===== src/rtl/enemy_hit_detector_pkg.sv =====
// space_invaders_pkg: grid geometry shared by the formation controller, renderer and hit detector.
package space_invaders_pkg;
    localparam int COLS     = 11;
    localparam int ROWS     = 5;
    localparam int CELL_W   = 44;
    localparam int CELL_H   = 28;
    localparam int SPRITE_W = 32;
    localparam int SPRITE_H = 16;
    localparam int N_ALIENS = COLS * ROWS;
    localparam int POS_W    = 10;
    localparam int COL_W    = $clog2(COLS);
    localparam int ROW_W    = $clog2(ROWS);
    localparam int IDX_W    = $clog2(N_ALIENS);
    localparam int CNT_W    = $clog2(N_ALIENS + 1);
    typedef enum logic [2:0] {IDLE, RANGE, DIV_X, DIV_Y, CHECK, RESP, WAIT_LOW} hit_state_t;
endpackage


===== src/rtl/enemy_hit_detector_if.sv =====
// enemy_hit_detector_if: shot request/response handshake between missile logic and hit detector.
interface enemy_hit_detector_if;
    import space_invaders_pkg::*;
    logic             shot_req;
    logic [POS_W-1:0] shot_x;
    logic [POS_W-1:0] shot_y;
    logic             shot_ack;
    logic             hit;
    logic [COL_W-1:0] hit_col;
    logic [ROW_W-1:0] hit_row;
    modport master (output shot_req, shot_x, shot_y, input shot_ack, hit, hit_col, hit_row);
    modport slave  (input shot_req, shot_x, shot_y, output shot_ack, hit, hit_col, hit_row);
endinterface


===== src/rtl/enemy_hit_detector_cell_locator.sv =====
// cell_locator: iterative subtract-divider; one subtraction per cycle after start, done once remainder < divisor.
module cell_locator #(
    parameter int W  = 10,
    parameter int QW = 4
) (
    input  logic          clk_i,
    input  logic          rst_i,
    input  logic          start_i,
    input  logic [W-1:0]  dividend_i,
    input  logic [W-1:0]  divisor_i,
    output logic [QW-1:0] quotient_o,
    output logic [W-1:0]  remainder_o,
    output logic          done_o
);
    logic [W-1:0]  rem_q;
    logic [QW-1:0] quo_q;
    assign done_o      = rem_q < divisor_i;
    assign quotient_o  = quo_q;
    assign remainder_o = rem_q;
    always_ff @(posedge clk_i) begin
        if (rst_i) begin
            rem_q <= '0;
            quo_q <= '0;
        end else if (start_i) begin
            rem_q <= dividend_i;
            quo_q <= '0;
        end else if (!done_o) begin
            rem_q <= rem_q - divisor_i;
            quo_q <= quo_q + QW'(1);
        end
    end
endmodule


===== src/rtl/enemy_hit_detector.sv =====
// enemy_hit_detector: resolves a missile position against the moving alien grid
// and owns the alive bitmap, live count and all-dead flag.
module enemy_hit_detector
    import space_invaders_pkg::*;
(
    input  logic                clk_i,
    input  logic                rst_i,
    input  logic                start_i,
    input  logic [POS_W-1:0]    l_edge_i,
    input  logic [POS_W-1:0]    u_edge_i,
    enemy_hit_detector_if.slave shot,
    output logic [N_ALIENS-1:0] alive_o,
    output logic [CNT_W-1:0]    alive_count_o,
    output logic                all_dead_o
);
    localparam logic [POS_W-1:0] GRID_X = POS_W'(COLS * CELL_W);
    localparam logic [POS_W-1:0] GRID_Y = POS_W'(ROWS * CELL_H);
    hit_state_t          state_q, state_d;
    logic [POS_W-1:0]    sx_q, sy_q, le_q, ue_q;
    logic signed [POS_W:0] dx, dy;
    logic                in_grid, ld_x, ld_y, done_x, done_y, hit_d;
    logic [COL_W-1:0]    qx;
    logic [ROW_W-1:0]    qy;
    logic [POS_W-1:0]    rx, ry;
    logic [IDX_W-1:0]    idx;
    logic [N_ALIENS-1:0] alive_q;
    logic [CNT_W-1:0]    count_q;
    logic                dead_q, ack_q, hit_q;
    logic [COL_W-1:0]    col_q;
    logic [ROW_W-1:0]    row_q;

    // 11-bit signed offsets so a missile left of / above the formation reads as negative
    assign dx      = $signed({1'b0, sx_q}) - $signed({1'b0, le_q});
    assign dy      = $signed({1'b0, sy_q}) - $signed({1'b0, ue_q});
    assign in_grid = !dx[POS_W] && !dy[POS_W] && dx[POS_W-1:0] < GRID_X && dy[POS_W-1:0] < GRID_Y;
    assign ld_x    = state_q == RANGE && in_grid;
    assign ld_y    = state_q == DIV_X && done_x;
    assign idx     = IDX_W'(int'(qy) * COLS + int'(qx));
    assign hit_d   = rx < POS_W'(SPRITE_W) && ry < POS_W'(SPRITE_H) && alive_q[idx];

    cell_locator #(.W(POS_W), .QW(COL_W)) u_loc_x (
        .clk_i(clk_i), .rst_i(rst_i), .start_i(ld_x),
        .dividend_i(dx[POS_W-1:0]), .divisor_i(POS_W'(CELL_W)),
        .quotient_o(qx), .remainder_o(rx), .done_o(done_x)
    );
    cell_locator #(.W(POS_W), .QW(ROW_W)) u_loc_y (
        .clk_i(clk_i), .rst_i(rst_i), .start_i(ld_y),
        .dividend_i(dy[POS_W-1:0]), .divisor_i(POS_W'(CELL_H)),
        .quotient_o(qy), .remainder_o(ry), .done_o(done_y)
    );

    always_comb begin
        state_d = state_q;
        case (state_q)
            IDLE:     state_d = shot.shot_req ? RANGE : IDLE;
            RANGE:    state_d = in_grid ? DIV_X : RESP;
            DIV_X:    state_d = done_x ? DIV_Y : DIV_X;
            DIV_Y:    state_d = done_y ? CHECK : DIV_Y;
            CHECK:    state_d = RESP;
            RESP:     state_d = WAIT_LOW;
            WAIT_LOW: state_d = shot.shot_req ? WAIT_LOW : IDLE;
            default:  state_d = IDLE;
        endcase
    end

    always_ff @(posedge clk_i) begin
        if (rst_i) begin
            state_q <= IDLE;
            alive_q <= '0;
            count_q <= '0;
            dead_q  <= 1'b0;
            ack_q   <= 1'b0;
            hit_q   <= 1'b0;
            col_q   <= '0;
            row_q   <= '0;
            sx_q    <= '0;
            sy_q    <= '0;
            le_q    <= '0;
            ue_q    <= '0;
        end else if (start_i) begin
            state_q <= IDLE;
            alive_q <= '1;
            count_q <= CNT_W'(N_ALIENS);
            dead_q  <= 1'b0;
            ack_q   <= 1'b0;
        end else begin
            state_q <= state_d;
            ack_q   <= state_d == RESP;
            if (state_q == IDLE && shot.shot_req) begin
                sx_q <= shot.shot_x;
                sy_q <= shot.shot_y;
                le_q <= l_edge_i;
                ue_q <= u_edge_i;
            end
            if (state_q == RANGE && !in_grid) begin
                hit_q <= 1'b0;
                col_q <= '0;
                row_q <= '0;
            end
            if (state_q == CHECK) begin
                hit_q <= hit_d;
                col_q <= qx;
                row_q <= qy;
                if (hit_d) begin
                    alive_q[idx] <= 1'b0;
                    count_q      <= count_q - CNT_W'(1);
                    if (count_q == CNT_W'(1)) dead_q <= 1'b1;
                end
            end
        end
    end

    assign shot.shot_ack = ack_q;
    assign shot.hit      = hit_q;
    assign shot.hit_col  = col_q;
    assign shot.hit_row  = row_q;
    assign alive_o       = alive_q;
    assign alive_count_o = count_q;
    assign all_dead_o    = dead_q;
endmodule


===== src/flat_wrapper.sv =====
// flat-port wrapper written by rule: the top's interface ports become plain ports
module enemy_hit_detector_flat import space_invaders_pkg::*;
  (clk_i, rst_i, start_i, l_edge_i, u_edge_i, alive_o, alive_count_o, all_dead_o, shot_shot_req, shot_shot_x, shot_shot_y, shot_shot_ack, shot_hit, shot_hit_col, shot_hit_row);
  enemy_hit_detector_if shot_i ();
  input  logic clk_i;
  input  logic rst_i;
  input  logic start_i;
  input  logic [POS_W-1:0] l_edge_i;
  input  logic [POS_W-1:0] u_edge_i;
  output logic [N_ALIENS-1:0] alive_o;
  output logic [CNT_W-1:0] alive_count_o;
  output logic all_dead_o;
  input wire logic [$bits(shot_i.shot_req)-1:0] shot_shot_req;
  input wire logic [$bits(shot_i.shot_x)-1:0] shot_shot_x;
  input wire logic [$bits(shot_i.shot_y)-1:0] shot_shot_y;
  output wire logic [$bits(shot_i.shot_ack)-1:0] shot_shot_ack;
  output wire logic [$bits(shot_i.hit)-1:0] shot_hit;
  output wire logic [$bits(shot_i.hit_col)-1:0] shot_hit_col;
  output wire logic [$bits(shot_i.hit_row)-1:0] shot_hit_row;
  assign shot_i.shot_req = shot_shot_req;
  assign shot_i.shot_x = shot_shot_x;
  assign shot_i.shot_y = shot_shot_y;
  assign shot_shot_ack = shot_i.shot_ack;
  assign shot_hit = shot_i.hit;
  assign shot_hit_col = shot_i.hit_col;
  assign shot_hit_row = shot_i.hit_row;
  enemy_hit_detector u_core (.clk_i(clk_i), .rst_i(rst_i), .start_i(start_i), .l_edge_i(l_edge_i), .u_edge_i(u_edge_i), .shot(shot_i), .alive_o(alive_o), .alive_count_o(alive_count_o), .all_dead_o(all_dead_o));
endmodule

===== config.mk =====
export PLATFORM = sky130hd
export DESIGN_NAME = enemy_hit_detector_flat
export DESIGN_NICKNAME = d
export VERILOG_FILES = /design/src/rtl/enemy_hit_detector_pkg.sv /design/src/rtl/enemy_hit_detector_if.sv /design/src/rtl/enemy_hit_detector_cell_locator.sv /design/src/rtl/enemy_hit_detector.sv /design/src/flat_wrapper.sv
export SDC_FILE = /design/constraint.sdc
export NUM_CORES = 1
export LEC_CHECK = 0
export ABC_AREA = 1
export CAP_MARGIN = 20
export CELL_PAD_IN_SITES_DETAIL_PLACEMENT = 0
export CELL_PAD_IN_SITES_GLOBAL_PLACEMENT = 2
export CORE_MARGIN = 2
export CORE_UTILIZATION = 28
export CTS_CLUSTER_DIAMETER = 150
export DETAILED_ROUTE_END_ITERATION = 7
export PLACE_DENSITY = 0.78
export SYNTH_ARGS = -nofsm -noshare
export SYNTH_HDL_FRONTEND = slang
export SYNTH_HIERARCHICAL = 1
export SYNTH_SLANG_ARGS = --single-unit
export TNS_END_PERCENT = 50

===== constraint.sdc =====
create_clock -name clk_i -period 3 [get_ports clk_i]
set_input_delay 0.6 -clock clk_i [delete_from_list [all_inputs] [get_ports clk_i]]
set_output_delay 0.6 -clock clk_i [all_outputs]
set_load 0.1 [all_outputs]

==> results.yml <==
cts:
  clk_buf_depth: 2
  clk_latency_ns: 0.44
  ctsRootBufferMaster: "sky130_fd_sc_hd__clkbuf_16"
  tritoncts.num_buffers: 17
  clock_tree.htree_level_count: 4
  clk_pin_slew_worst_paths_ns: 0.06
  cts_sinks: 141
  cts_tree: "done"
  ctsHoldBuffers: 0
critical_path:
  ff2ff_setup_slack_ns: -0.31
  worstPathArrival_ns: 3.60
  worst_ep_required_time_ns: 3.29
  cp-start-kind: "register"
  cp-end-kind: "register"
  largest_fanout_on_the_critical_path: 22
  worst-setup-path-type: "reg -> reg"
job:
  maxCapViolCount: 0
sta:
  max_freq_mhz: 303
  layout_min_cycle_time_ns: 3.31
  fin_setup_tns_ns: -14.87
  relSlewSlack_pct: 54.9
  timing.hold.ws_ns: 0.448
  fin_ws_ns: -0.305
  timing.final.crit_share_pct: 110
  slew_of_the_pin_with_the_lowest_slew_margin_ns: 0.676
  report.final.slew_viol_count: 0
  worst_clock_skew_ns: 0.0158
  finalHoldViolCount: 0
  grt_setup_unrepaired: "yes"
  setup_viol_count_final: 63
min_path:
  hold_path_class: "reg -> reg"
global_routing:
  maximum_number_of_pins_on_one_net_before_global_route_repair: 81
  initial_antenna_violation_count: 0
  grt_pass1_wl_mm: 47.2
  groute.usage.overall_pct: 17.5
  overflow: 0
  grt_pass1_vias: 9031
pwr:
  power_density_mw_per_mm2: 485
  peakVddDrop_mv: 0.400
  total_switching_power_mw: 2.07
  combinationalPowerShare_pct: 27.5
  cellLeakagePower_nw: 5.74
  sequential_power_share_pct: 35.6
  power.share.clock_pct: 36.9
  netSwitchingFraction_pct: 35.8
  p_int_mw: 3.71
synth:
  netlist_area_mm2: 0.00920
  ys_ff_latch: 141
  synth_top_cell_by_area: "sky130_fd_sc_hd__dfxtp_1"
  post_synth.cell_area_avg_um2: 6.40
  synth_top_area_share_pct: 30.7
  synth-seq-area-share_pct: 30.7
  synth_ff_type: "sky130_fd_sc_hd__dfxtp_1"
  yosys-top-cells-area: "sky130_fd_sc_hd__dfxtp_1, sky130_fd_sc_hd__nand2_1, sky130_fd_sc_hd__inv_1"
  post_synth_inst_count: 1437
  synth-edff-count: 0
  ys_async_sr_fraction_pct: 0
  synth_cell_types: 44
  yosysWarnings: 6
floorplanning:
  fp-row-count: 66
  die_outline_area_mm2: 0.0343
  die_h_um: 185
  start_util_pct: 28.3
  die_width_um: 185
  floorplan.core_area_mm2: 0.0325
  number_of_top_level_pins: 115
placed_design:
  dp_cells: 2026
  dpl_worst_slack_ns: -0.372
  io_buffers: 114
  globalplace.congestion: 0.800
  place_hpwl_mm: 22.0
detailed_routing:
  route.antenna.remaining_nets: 0
  vias_per_cell: 4.55
  detail_route.wirelength_mm: 29.4
  drc_errors: 0
  routedWlPerCell_um: 14.3
  drt_first_pass_iters: 4
  detailroute.via_count: 9377
  detail_route.iter0.violations: 468
layout:
  nNetsFinal: 1714
  flow.area_growth_from_synthesis_pct: 29.7
  instances_no_fill: 2062
  num_antenna_cells: 0
  final_core_util_pct: 36.8
  layout-drive-gt1-share_pct: 15.9
run_status:
  status: "finished with violations"
  violations: "setup timing"
-- logic make-up after synthesis --
group / after synthesis / share of synthesized area (%)
DFF: 141 / 30.7
xor gates and xnor gates: 8 / 0.843
buffers and inverters: 265 / 11.3
AOI/OAI and AO/OA: 276 / 15.7
muxes: 2 / 0.218
adders and majority gates: 61 / 8.87
and+or+nand+nor: 682 / 32.4
other: 2 / 0.0816
-- cells in the mapped netlist (4+ instances only) --
| cell type | count |
|---|---|
| sky130_fd_sc_hd__nand2_4 | 4 |
| sky130_fd_sc_hd__inv_2 | 10 |
| sky130_fd_sc_hd__fa_1 | 7 |
| sky130_fd_sc_hd__nand3_1 | 90 |
| sky130_fd_sc_hd__nand3b_1 | 15 |
| sky130_fd_sc_hd__o21ai_0 | 101 |
| sky130_fd_sc_hd__xnor2_1 | 6 |
| sky130_fd_sc_hd__o21ai_1 | 28 |
| sky130_fd_sc_hd__ha_1 | 54 |
| sky130_fd_sc_hd__nand2_1 | 370 |
| sky130_fd_sc_hd__nand4_1 | 26 |
| sky130_fd_sc_hd__a21oi_2 | 4 |
| sky130_fd_sc_hd__dfxtp_1 | 141 |
| sky130_fd_sc_hd__nand2_2 | 7 |
| sky130_fd_sc_hd__buf_2 | 6 |
| sky130_fd_sc_hd__nor3_1 | 8 |
| sky130_fd_sc_hd__nor2_4 | 4 |
| sky130_fd_sc_hd__inv_1 | 207 |
| sky130_fd_sc_hd__nor2_1 | 142 |
| sky130_fd_sc_hd__a21oi_1 | 131 |
| sky130_fd_sc_hd__clkbuf_1 | 32 |
-- placed cells by master (no fill, tap or decap), types with 7 or more instances in the layout --
master / instances
sky130_fd_sc_hd__buf_4: 130
sky130_fd_sc_hd__nor3_1: 8
sky130_fd_sc_hd__clkdlybuf4s50_1: 42
sky130_fd_sc_hd__inv_1: 205
sky130_fd_sc_hd__nand3_1: 86
sky130_fd_sc_hd__o21ai_0: 74
sky130_fd_sc_hd__o21ai_1: 40
sky130_fd_sc_hd__nor2_1: 139
sky130_fd_sc_hd__o21ai_2: 15
sky130_fd_sc_hd__clkbuf_16: 18
sky130_fd_sc_hd__ha_1: 49
sky130_fd_sc_hd__conb_1: 20
sky130_fd_sc_hd__nand2_1: 362
sky130_fd_sc_hd__nand2_2: 14
sky130_fd_sc_hd__nand3b_1: 15
sky130_fd_sc_hd__nor2_4: 7
sky130_fd_sc_hd__inv_2: 12
sky130_fd_sc_hd__a21oi_1: 129
sky130_fd_sc_hd__nand4_1: 26
sky130_fd_sc_hd__dfxtp_1: 138
-- timing repair --
item	in CTS	in global routing
setup buffers	4	0
hold endpoints to repair	0	0
pin swaps	8	7
endpoints found under the setup margin	64	81
gates cloned	0	2
resized for setup	20	55
-- path summary, 6_finish.rpt --
check,startpoint,to,cells past startpoint
worst max-delay path,u_core/u_loc_y/quotient_o[1]$_SDFFE_PP0P_,u_core/alive_o[16]$_SDFFE_PP0P_,16
worst min-delay path,u_core/sy_q[2]$_SDFFE_PP0P_,u_core/sy_q[2]$_SDFFE_PP0P_,2
worst max register to register,u_core/u_loc_y/quotient_o[1]$_SDFFE_PP0P_,u_core/alive_o[16]$_SDFFE_PP0P_,16
worst min register to register,u_core/sy_q[2]$_SDFFE_PP0P_,u_core/sy_q[2]$_SDFFE_PP0P_,2
-- worst max-delay path, cell delays in order (launching register included) --
cell                      delay, ns
sky130_fd_sc_hd__dfxtp_4       0.37
sky130_fd_sc_hd__ha_4          0.26
sky130_fd_sc_hd__inv_2         0.03
sky130_fd_sc_hd__fa_1          0.55
sky130_fd_sc_hd__fa_2          0.49
sky130_fd_sc_hd__buf_6         0.15
sky130_fd_sc_hd__nand3_2       0.07
sky130_fd_sc_hd__nor2_1        0.04
sky130_fd_sc_hd__nor3_1        0.18
sky130_fd_sc_hd__nand3_1       0.13
sky130_fd_sc_hd__nand2_2       0.12
sky130_fd_sc_hd__nand3_2       0.08
sky130_fd_sc_hd__nor2_4        0.13
sky130_fd_sc_hd__nand2_4       0.11
sky130_fd_sc_hd__buf_12        0.18
sky130_fd_sc_hd__o21ai_0       0.16
sky130_fd_sc_hd__a21oi_1       0.08
-- final cells by class --
class | instances | area [um2]
inverters | 218 | 821
repair buffers | 182 | 1550
fillers | 3552 | 20500
flip-flops and latches | 141 | 2830
well taps | 442 | 553
clock buffers | 20 | 457
multi-input cells | 1049 | 5600
clock inverters | 10 | 118
-- sequential cells by signal, indices dropped and copies added, names as in the netlist, 3 cells and up --
| name | flops |
|---|---|
| u_core/shot.hit_row | 3 |
| u_core/state_q | 3 |
| u_core/u_loc_x/remainder_o | 10 |
| u_core/shot.hit_col | 4 |
| u_core/sy_q | 10 |
| u_core/alive_count_o | 6 |
| u_core/u_loc_y/quotient_o | 3 |
| u_core/le_q | 10 |
| u_core/alive_o | 55 |
| u_core/u_loc_y/remainder_o | 10 |
| u_core/u_loc_x/quotient_o | 4 |
| u_core/ue_q | 10 |
| u_core/sx_q | 10 |
-- layer usage --
metal | part of all wire [%] | global-route usage [%] | up-vias
li1 | - | - | 4935
met1 | 48 | 22.7 | 4250
met2 | 47 | 29.5 | 170
met3 | 3.8 | 3.20 | 22
met4 | 1.8 | 5.14 | 0
met5 | 0 | 0 | -
-- stage by stage --
stage / cell area [um2] / power [mW]
after floorplan: 9310 / 3.24
after global placement: 11100 / 3.68
after detailed placement: 11100 / 3.68
after CTS: 11800 / 5.84
after global routing: 11900 / 6.12
final: 11900 / 5.78
-- power by group through the flow --
stage               combinational [mW]  clock [mW]  sequential, mW
global placement                  1.58           0            2.10
floorplan                        0.742           0            2.50
global route                      1.78        2.28            2.07
CTS                               1.59        2.19            2.06
finish                            1.59        2.13            2.06
detailed placement                1.58           0            2.10
No activity file was read; power rests on OpenSTA's default activity.
==> RTL change 1: new RTL, same flow settings <==
`POS_W`: 10 -> 8.
--- a/src/rtl/enemy_hit_detector_pkg.sv
+++ b/src/rtl/enemy_hit_detector_pkg.sv
@@ -7,7 +7,7 @@
     localparam int SPRITE_W = 32;
     localparam int SPRITE_H = 16;
     localparam int N_ALIENS = COLS * ROWS;
-    localparam int POS_W    = 10;
+    localparam int POS_W    = 8;
     localparam int COL_W    = $clog2(COLS);
     localparam int ROW_W    = $clog2(ROWS);
     localparam int IDX_W    = $clog2(N_ALIENS);
Ports: changed (resized l_edge_i, shot_shot_x, shot_shot_y and u_edge_i); port bits go from 115 to 107. No check against the original RTL was run, so the function may have changed too.
==> RTL change 1 against the unedited design <==
The run still ends with negative setup slack left. Clock power rose by 8%. Final area down 9.3%. Synthesized area is 13% lower. Setup slack worse by 6.1 ps. Total power grew 0.14%. Hold slack better by 2.4 ps. Sequential cell count is 12 lower. Wire length shrank 16%. Sequential share of layout area rose by 0.24 points.
==> RTL change 1: results (changes against the unedited design) <==
Maximum fanout along the worst path = 19 (-14%)
Final nets = 1461 (-15%)
Max VDD drop = 0.0003205 V (-20%)
Placed Instances = 1724 (-15%)
DP HPWL = 17960 um (-18%)
Net Sw Power = 2.073 mW (+0.12%)
Grt met1 use = 0.2260 (-0.001288)
Cell variety after synth = 52 (+18%)
Gp weighted congestion = 0.7958 (-0.49%)
RR Endpoint = u_core/alive_o[46]
Clk_skew = 15.92 ps (+0.1502 ps)
Worst Hold Path EP = u_core/sy_q[7]
Pre-CTS setup slack = -320.8 ps (+50.96 ps)
Min Hold Slack = 450.5 ps (+2.429 ps)
Vias = 7940 (-15%)
Flop pwr share = 0.330 (-0.026)
Port Buffer Count = 106 (-7.0%)
Final setup vio count = 63 (unchanged)
Wire length on met3 = 850 um (-24%)
Outcome = complete, but fails checks
Largest net degree at the start of global routing = 65 (-20%)
Routed wl met2 = 11200 um (-19%)
Clk network pwr share = 0.396 (+0.027)
GR Util met3 = 0.02814 (-0.003905)
Drt wl/cell = 14.08 um (-1.2%)
Worst R2R Path Depth = 18 (+2)
Final worst setup slack = -311.3 ps (-6.149 ps)
Failing checks = negative setup slack
Leak = 5.070 nW (-12%)
Most frequent cells after synthesis = nand2_1 (307), inv_1 (183), a21oi_1 (137), dfxtp_1 (129), o21ai_0 (94)
## RTL change 1: cell families (layout without fill, tap and decap cells)
kind of cell	count (synthesis)	in the layout	share of synthesized area
other	2	18	0.0009421
XOR/XNOR	8	8	0.009732
AND/OR/NAND/NOR	510	510	0.2805
AO/OA/AOI/OAI	265	265	0.1803
adder cells (fa/ha/maj)	53	53	0.08978
buffers and inverters	234	401	0.1147
flip-flops	129	129	0.3240
## RTL change 1: timing repair
item / in CTS / in global routing
gates cloned: 0 / 4
pin swaps: 1 / 14
gates resized for setup: 48 / 75
endpoints found under the setup margin: 63 / 64
buffers inserted: 3 / 1
hold endpoints to repair: 0 / 0
## RTL change 1: final cells by class
class                      count  area [um^2]
clock buffer                  17        425.4
multi-input combinational    854         4862
timing repair buffer         179         1543
clock inverter                14        202.7
sequential                   129         2594
inverter                     191        719.4
fill                        3027        17120
tap                          378        473.0
## RTL change 1: tightest hold or removal path, cell delays in order, from the launching register on
cell and delay [ps]:
dfxtp_1 310, inv_1 50, a21oi_1 50
==> RTL change 2: new RTL, same flow settings <==
Made on the original files. Encoding of `hit_state_t`: now one-hot (7 bits for 7 states).
--- a/src/rtl/enemy_hit_detector_pkg.sv
+++ b/src/rtl/enemy_hit_detector_pkg.sv
@@ -12,6 +12,6 @@
     localparam int ROW_W    = $clog2(ROWS);
     localparam int IDX_W    = $clog2(N_ALIENS);
     localparam int CNT_W    = $clog2(N_ALIENS + 1);
-    typedef enum logic [2:0] {IDLE, RANGE, DIV_X, DIV_Y, CHECK, RESP, WAIT_LOW} hit_state_t;
+    typedef enum logic [6:0] {IDLE = 7'b0000001, RANGE = 7'b0000010, DIV_X = 7'b0000100, DIV_Y = 7'b0001000, CHECK = 7'b0010000, RESP = 7'b0100000, WAIT_LOW = 7'b1000000} hit_state_t;
 endpackage
 
Formal check against the unedited RTL: no difference found for any inputs over 4 cycles, from zero or initial values and one cycle with rst_i high; so few cycles prove little.
==> RTL change 2 against the unedited design <==
The flow still finishes with violations (negative setup slack). Sequential cell count increased by 4. Final cell count rose by 4.4%. Synthesized area grew 3.6%. Clock skew is 5.3 ps lower. Critical endpoint is now u_core/alive_o[15]. Setup slack better by 59 ps. Final area up 3.8%. Wire length rose by 9.8%. Global-route usage grew 0.50 points. Largest power group is now sequential cells. Die area increased by 3.5%. Count of clock-buffer cells in the layout is 1 higher. Critical path depth is the same. Total power fell by 5.7%. First-iteration DRC count is 22% higher.
==> RTL change 2: results (changes against the unedited design) <==
Gp weighted congestion = 0.7785 (-2.7%)
End of the critical path = u_core/alive_o[15]
Cell variety after synth = 39 (-11%)
Layout cells sized above 1 = 0.1532 (-0.006090)
Post-Synth Adder-Cell Area = 0.08558 (-0.003096)
Power share of the combinational group = 0.253 (-0.022)
Worst hold path cell count = 2 (unchanged)
Pre-CTS setup slack = -183.0 ps (+188.8 ps)
Internal power = 3.523 mW (-5.1%)
Mux contribution to synthesized area = 0.002100 (-0.00007597)
Total global-route track usage = 0.1802 (+0.005003)
Most frequent cells after synthesis = nand2_1 (475), inv_1 (236), dfxtp_1 (145), a21oi_1 (135), nor2_1 (111)
Clk network pwr share = 0.364 (-0.005)
Placed Instances = 2115 (+4.4%)
Final worst setup slack = -246.1 ps (+59.13 ps)
Synth Area in XOR/XNOR = 0.007219 (-0.001213)
Pwr Total = 5.453 mW (-5.7%)
1st-iter DRT viols = 569 (+22%)
Post-route insts no fill = 2152 (+4.4%)
Largest net degree at the start of global routing = 43 (-47%)
FF/Latch Area = 2912 um^2 (+2.8%)
Wire length of the first global-routing pass = 50290 um (+6.5%)
Setup_tns = -12040 ps (+2836 ps)
Synth Area in Compound Gates = 0.1352 (-0.02135)
Slowest cell on the critical path = fa_2
Leak = 6.067 nW (+5.7%)
Outcome = complete, but fails checks
Dpl cell area = 11490 um^2 (+3.4%)
Failing checks = negative setup slack
Max VDD drop = 0.0004247 V (+6.3%)
Fill count = 3715 (+4.6%)
First-pass iteration count of the detailed router = 5 (+1)
DP HPWL = 23290 um (+5.8%)
Avg Cell Area, Syn = 6.268 um^2 (-2.1%)
Worst Hold Path EP = u_core/all_dead_o
Seq/Total Area, Yosys = 0.3045 (-0.002312)
Clk_skew = 10.47 ps (-5.296 ps)
Via-to-Cell Ratio = 4.579 (+0.68%)
Maximum fanout along the worst path = 14 (-36%)
Drt wl/cell = 14.99 um (+5.2%)
Total CTS buffers = 17 (unchanged)
Final setup vio count = 63 (unchanged)
Hold Crit Start = u_core/all_dead_o
H-Tree Depth = 4 (unchanged)
Worst-margin pin slew = 674.0 ps (-1.822 ps)
Min Hold Slack = 456.9 ps (+8.787 ps)
Vias in the first global route = 9313 (+3.1%)
Arr. time, crit path = 3550 ps (-50 ps)
Area contributors post-synth = dfxtp_1 (30%), nand2_1 (19%), inv_1 (9.3%)
Final nets = 1798 (+4.9%)
[RTL change 2: timing repair]
item	in CTS	in global routing
endpoints found under the setup margin	63	87
hold buffers	0	0
setup buffers	0	2
resized for setup	3	51
pin swaps	0	12
gates cloned	1	4
[RTL change 2: layout make-up]
cell class | instances | area share
timing repair buffer | 186 | 0.1332
clock buffer | 21 | 0.03800
tap | 448 | 0.04528
inverter | 246 | 0.07489
sequential | 145 | 0.2352
multi-input combinational | 1097 | 0.4687
clock inverter | 9 | 0.004750
[RTL change 2: per-layer routing]
layer	GRT usage	up-vias	share of wire
met1	0.2522	4517	0.50
met5	0	-	0
met3	0.03334	29	0.039
met2	0.2846	170	0.45
li1	-	5137	-
met4	0.04567	0	0.016
[RTL change 2: cells by family (layout without fill, tap and decap cells)]
kind of cell / after synthesis / in the layout
flops: 145 / 145
xor+xnor: 7 / 7
compound gates: 246 / 246
fa+ha+maj: 61 / 61
simple gates: 761 / 761
buf+inv: 297 / 462
mux: 2 / 2
other cells: 2 / 20
